**config.mk**
```make
export PLATFORM = sky130hd
export DESIGN_NAME = irq_dispatch
export DESIGN_NICKNAME = d
export VERILOG_FILES = /design/src/rtl/irq_dispatch.sv
export SDC_FILE = /design/constraint.sdc
export NUM_CORES = 1
export LEC_CHECK = 0
export CAP_MARGIN = 0
export CORE_MARGIN = 4
export CORE_UTILIZATION = 34
export CTS_BUF_LIST = sky130_fd_sc_hd__clkbuf_8
export CTS_CLUSTER_DIAMETER = 40
export DETAILED_ROUTE_END_ITERATION = 8
export PLACE_DENSITY_LB_ADDON = 0.08
export SYNTH_ARGS = -nofsm -noshare
export SYNTH_HDL_FRONTEND = slang
export SYNTH_SLANG_ARGS = --single-unit
export TNS_END_PERCENT = 10
```
**constraint.sdc**
```tcl
create_clock -name clk -period 3.5 [get_ports clk]
set_input_delay 0.7 -clock clk [delete_from_list [all_inputs] [get_ports clk]]
set_output_delay 0.7 -clock clk [all_outputs]
set_load 0.01 [all_outputs]
```
**src/rtl/irq_dispatch.sv**
```systemverilog
// irq_dispatch: vectored interrupt dispatcher.
// Picks one winner from up to NUM_SRC level-pending sources, drives an
// active-low registered interrupt, and runs the claim / EOI handshake over
// the shared 5-bit CSR bus.
//
// CSR map (relative to BASE_ADDR):
//   +0 MASK   RW  1 = source masked, zero-extended on read
//   +1 STATUS RO  {in_service, irq_asserted, 3'b0, vec}
//   +2 CLAIM  RO  {1'b1, 4'b0, vec} in ASSERT (read strobe claims), else 0
//   +3 EOI    WO  ends service, reads 0
//
// Ports:
//   clk, rst      clock, synchronous active-high reset
//   csr_a         CSR address
//   csr_di        CSR write data
//   csr_we        write strobe
//   csr_re        read strobe (side effect only at CLAIM)
//   csr_do        combinational read data
//   pend          level pending inputs, synchronous to clk
//   irq_n         SoC interrupt, active low, registered
//
// Build option: define IRQ_DISPATCH_RR_EN for round-robin selection with a
// last-serviced pointer; otherwise fixed priority (lowest index wins).
module irq_dispatch #(
  parameter logic [4:0]  BASE_ADDR = 5'h0,
  parameter int unsigned NUM_SRC   = 8,
  parameter int unsigned IRQ_GAP   = 4
) (
  input  logic               clk,
  input  logic               rst,
  input  logic [4:0]         csr_a,
  input  logic [7:0]         csr_di,
  input  logic               csr_we,
  input  logic               csr_re,
  output logic [7:0]         csr_do,
  input  logic [NUM_SRC-1:0] pend,
  output logic               irq_n
);

  localparam logic [4:0] A_MASK   = BASE_ADDR;
  localparam logic [4:0] A_STATUS = BASE_ADDR + 5'd1;
  localparam logic [4:0] A_CLAIM  = BASE_ADDR + 5'd2;
  localparam logic [4:0] A_EOI    = BASE_ADDR + 5'd3;

  typedef enum logic [1:0] {S_IDLE, S_ASSERT, S_SERVICE, S_GAP} state_t;

  state_t             state;
  logic [NUM_SRC-1:0] mask;
  logic [2:0]         vec;
  logic [3:0]         gap_cnt;
`ifdef IRQ_DISPATCH_RR_EN
  localparam logic [2:0] LAST_RST = 3'(NUM_SRC - 1);
  logic [2:0]         last;
`endif

  logic [7:0] mask8;
  logic [7:0] elig8;
  logic [7:0] elig_chk8;
  logic       mask_wr;
  logic       claim;
  logic       eoi;
  logic       withdrawn;
  logic       found;
  logic [2:0] win;
  logic [2:0] cand;

  assign mask_wr = csr_we && (csr_a == A_MASK);
  assign claim   = csr_re && (csr_a == A_CLAIM) && (state == S_ASSERT);
  assign eoi     = csr_we && (csr_a == A_EOI) && (state == S_SERVICE);

  // The withdrawal check sees a MASK value being written this cycle, so
  // masking the active vector releases irq_n on the very next edge.
  always_comb begin
    mask8                  = '0;
    mask8[NUM_SRC-1:0]     = mask;
    elig8                  = '0;
    elig8[NUM_SRC-1:0]     = pend & ~mask;
    elig_chk8              = '0;
    elig_chk8[NUM_SRC-1:0] = pend & ~(mask_wr ? csr_di[NUM_SRC-1:0] : mask);
    withdrawn              = !elig_chk8[vec];
  end

  // Winner search; the first eligible candidate in search order wins.
  always_comb begin
    found = 1'b0;
    win   = '0;
    cand  = '0;
    for (int unsigned i = 0; i < NUM_SRC; i++) begin
`ifdef IRQ_DISPATCH_RR_EN
      cand = 3'((32'(last) + 32'd1 + i) % NUM_SRC);
`else
      cand = 3'(i);
`endif
      if (!found && elig8[cand]) begin
        found = 1'b1;
        win   = cand;
      end
    end
  end

  always_ff @(posedge clk) begin
    if (rst) begin
      state   <= S_IDLE;
      irq_n   <= 1'b1;
      mask    <= '1;
      vec     <= '0;
      gap_cnt <= '0;
`ifdef IRQ_DISPATCH_RR_EN
      last    <= LAST_RST;
`endif
    end else begin
      if (mask_wr) mask <= csr_di[NUM_SRC-1:0];
      case (state)
        S_IDLE: begin
          if (found) begin
            vec   <= win;
            irq_n <= 1'b0;
            state <= S_ASSERT;
          end
        end
        S_ASSERT: begin
          // A claim in the same cycle as a withdrawal takes precedence.
          if (claim) begin
            irq_n <= 1'b1;
            state <= S_SERVICE;
          end else if (withdrawn) begin
            irq_n <= 1'b1;
            state <= S_IDLE;
          end
        end
        S_SERVICE: begin
          if (eoi) begin
            gap_cnt <= 4'(IRQ_GAP);
`ifdef IRQ_DISPATCH_RR_EN
            last    <= vec;
`endif
            state   <= S_GAP;
          end
        end
        S_GAP: begin
          // Leaving on the decrement to zero gives IRQ_GAP cycles in GAP.
          if (gap_cnt <= 4'd1) begin
            gap_cnt <= '0;
            state   <= S_IDLE;
          end else begin
            gap_cnt <= gap_cnt - 4'd1;
          end
        end
        default: state <= S_IDLE;
      endcase
    end
  end

  always_comb begin
    csr_do = '0;
    case (csr_a)
      A_MASK:   csr_do = mask8;
      A_STATUS: csr_do = {(state == S_SERVICE), !irq_n, 3'b000, vec};
      A_CLAIM:  if (state == S_ASSERT) csr_do = {1'b1, 4'b0000, vec};
      default:  csr_do = '0;
    endcase
  end

endmodule

```
Word-level counts from Yosys, hierarchy flattened
Index checks and enable logic that the tools add are counted.

Add/sub/neg operators: 1. Multiply operators: 0. Divide/modulo/power cells: 0. Order comparisons: 2. Equal/unequal tests: 10. Shifts and indexed selects: 0. Muxes and demuxes: 33. Bitwise logic cells: 4. Reductions and logical operators: 28.

Operators by type and width (count): $pmux W8 S3 (1); $mux W3 (6); $and A8 B8 Y8 (2); $mux W8 (2); $not A8 Y8 (2); $mux W1 (13); $logic_and A1 B1 Y1 (12); $eq A5 B2 Y1 const B (2); $mux W2 (5); $logic_not A1 Y1 (8); $mux W4 (2); $pmux W2 S4 (1); $pmux W4 S2 (1); $ne A2 B2 Y1 const B (3); $eq A5 B1 Y1 const B (1); $logic_not A5 Y1 (1); $eq A2 B2 Y1 const B (2); $le A4 B1 Y1 const B (1); $lt A3 B4 Y1 const B (1); $reduce_and A2 Y1 (2); $reduce_and A4 Y1 (1); $reduce_bool A2 Y1 (2); $sub A4 B1 Y4 const B (1); $bmux W1 S3 (1); 5 further kinds (5).

Flip-flop bits (word level): 18. Latch bits: 0. RAM bits: 0. Memory bits (read-only): 0. Input port bits: 25. Output and inout bits: 9. Memories kept: 0.

Longest topological paths before layout
Depth after elaboration: 26. Depth in mapped cells: 7. Depth with buffers taken out: 7.

Least setup slack after synthesis
OpenSTA, ideal clock, no wires.

Kind: input-to-reg. Start point: input csr_a[4]. End point: register (tool-made name). Setup time: 0.123 ns. Arrival time: 2.179 ns. Slack: 1.198 ns. Stages on the path: 7. Buffers on the path: 1. Path through: nor3_4 > and2_4 > buf_8 > mux2_4 > o221ai_2 > a31oi_2 > mux2_1.

RTL lines: start: declaration (line 31) `input logic [4:0] csr_a,`.

Worst setup path in the final report
Start point: input csr_a[0]. End point: output csr_do[1].

Longest elaborated chain between the ends: 2. Elaborated cells on any way between the ends: 4. Those cells by class: eq/ne: 2; mux: 1; reduce/logical: 1.

RTL lines: $eq A5 B2 Y1 (tied with other cells) (line 156) `case (csr_a)`; $pmux W8 S3 * (line 156); end: declaration (line 35) `output logic [7:0] csr_do,`.

Mark *: on every way between the ends. The rest lies on a longest branch, timed or not.

==> metrics.csv <==
metric,value,unit
status,completed,
Die Wd,68.5,um
worst path required time,2800,ps
synth cell count leaders,"dfxtp_1, nand2_1, nor2_1",
"reg-to-reg slack, setup",1170,ps
initial DRC count,95,
#FFs+latches synth,18,
DR pass1 iterations,4,
synth warn,0,
CTS clock-pin slew for the worst setup and hold paths,70,ps
Setup TNS,0,ps
Max clock buf depth,2,
pin count of the biggest net entering global routing,20,
Post-Syn Instances,158,
clk root buf,clkbuf_8,
FF-to-FF Start,vec[0]$_SDFFE_PP0P_,
Tcrit/Tclk final,0.955,
"Seq/Total Area, Yosys",0.290,
Fin. Hold Viols,0,
Nets,218,
Total Wirelength,3460,um
asr flop ratio synth,0,
Worst-Margin Slew,892,ps
Core ar.,3440,sq um
Post-synth top flop,dfxtp_1,
total power,0.467,mW
vias in the first global route,1229,
antenna-violating nets left,0,
Vias,1264,
crit path time final,3340,ps
Overflow after GRT,0,
Post-CTS Hold Fix Bufs,0,
CP startpoint kind,primary input,
routability congestion estimate,0.853,
die area,4690,sq um
setup bufs post-CTS,0,
setup violators final,0,
Syn Nets,185,
largest area contributor in the netlist,dfxtp_1,
GRT Util Overall,0.159,
end point of the critical path,csr_do[1],
P&R area growth vs syn,33.4,%
Register-to-Register Path Depth,6,
Worst Path Max Fanout,7,
cts bufs inserted,3,
HP Class,flop to flop,
CP endpoint kind,output pin,
LEAKAGE,0.625,nW
Pwr per Cell Area,281,nW/um^2
H-tree Lvls,1,
Wirelength per Cell,14.6,um
Residual DRC,0,
kind of critical path,primary input to output pin,
first-pass GRT wire length,5660,um
initial antenna violation count,0,
Via-to-Cell Ratio,5.36,
row cnt,21,
"IR drop worst, VDD",132,uV
diodes inserted,0,
Critical Path Source,csr_a[0],
Multi-input gate area,811,sq um
worst endpoint data arrival time,2640,ps
CTS tree,yes,
max-slew violations,0,
Sink Count,18,
Port Buffer Count,33,
Slew Limit Headroom,0.398,
Final Skew,4.01,ps
post-CTS sizing,0,
synth top area cells,"dfxtp_1, nand2_1, nor2_1",
Syn Std Cell Area,1240,sq um
Post-synth EDFFs,0,
layout cells sized above 1,0.0947,
Ports,34,
f_max,0.299,GHz
RSZ-0062 raised after global routing,false,
die height,68.5,um
hpwl dp,2620,um
Non-Filler Instances,236,
clock latency at the later pin of the worst-skew pair,250,ps
MaxCap Viol Count,0,
Yosys top cell area share,0.290,
FF+latch area,360,sq um
Synth cell types,47,
DP Cell Count,232,
final core utilization,0.482,
fillers,336,
Initial Utilization,0.361,
mean area per synthesized cell,7.87,sq um
[worst max-delay path: stages]
cell and delay [ps]:
clkdlybuf4s50_1 640, inv_1 110, o21ai_0 410, a22oi_1 120
nor2_1 120, clkdlybuf4s50_1 540
[per-stage QoR]
stage | setup slack, ps | instance area, sq um | hold WS [ps]
after global routing | 61.1 | 1660 | 518
after detailed placement | 185 | 1600 | 482
after global placement | 235 | 1600 | 463
after floorplan | 1200 | 1240 | 443
after CTS | 169 | 1660 | 495
final | 157 | 1660 | 488
[cell families after synthesis]
| group | after synthesis | share of synthesized area |
|---|---|---|
| compound gates | 36 | 0.211 |
| fa+ha+maj | 2 | 0.0201 |
| buf+inv | 16 | 0.0583 |
| flops | 18 | 0.290 |
| mux | 7 | 0.0624 |
| simple gates | 79 | 0.358 |
[cell type report]
| class | count | area share |
|---|---|---|
| well taps | 46 | 0.0347 |
| multi-input cells | 124 | 0.489 |
| clock buffers | 4 | 0.0332 |
| repair buffers | 34 | 0.204 |
| inverters | 10 | 0.0226 |
| flip-flops and latches | 18 | 0.217 |
[flip-flops by register name, indices dropped and copies added, names as in the netlist, named ones only]
| name | cells |
|---|---|
| irq_n | 1 |
| vec | 3 |
| state | 1 |
| gap_cnt | 4 |
| mask | 8 |
[how the worst min path moves through the flow]
stage | end | from | cells past startpoint
after detailed placement | mask[3]$_SDFF_PP1_ | mask[3]$_SDFF_PP1_ | 2
after CTS | mask[3]$_SDFF_PP1_ | mask[3]$_SDFF_PP1_ | 2
after global placement | mask[3]$_SDFF_PP1_ | mask[3]$_SDFF_PP1_ | 2
after global routing | mask[3]$_SDFF_PP1_ | mask[3]$_SDFF_PP1_ | 2
final | mask[3]$_SDFF_PP1_ | mask[3]$_SDFF_PP1_ | 2
after floorplan | mask[3]$_SDFF_PP1_ | mask[3]$_SDFF_PP1_ | 2
[cells in the final DEF (no fill, tap or decap), types with 2 or more instances in the layout]
| cell type | n |
|---|---|
| a22oi_1 | 4 |
| nor2b_1 | 3 |
| a221o_1 | 2 |
| o2111ai_1 | 2 |
| nand2_1 | 18 |
| and3_1 | 3 |
| or3b_2 | 2 |
| nand3_1 | 3 |
| nand3b_1 | 4 |
| inv_1 | 10 |
| or2_2 | 3 |
| o21ai_0 | 6 |
| mux2i_1 | 4 |
| ha_1 | 2 |
| clkdlybuf4s50_1 | 33 |
| dfxtp_1 | 18 |
| nor3_1 | 4 |
| clkbuf_8 | 4 |
| a211oi_1 | 3 |
| nor2_1 | 17 |
| a21oi_1 | 9 |
| or2b_1 | 2 |
| nand2b_1 | 10 |
[where the power goes]
group | total [mW] | internal, mW | leakage, nW | switching, mW
Clock | 0.174 | 0.100 | 0.0288 | 0.0737
Sequential | 0.214 | 0.208 | 0.146 | 0.00561
Combinational | 0.0790 | 0.0444 | 0.450 | 0.0346
[metal layers]
layer  GRT usage  wire, um  up-vias
li1            -         -      625
met1       0.225      1690      596
met2       0.248      1510       39
met3      0.0230       229        4
met4      0.0447        26        0
met5           0         0        -
(Power assumes the default switching activity.)
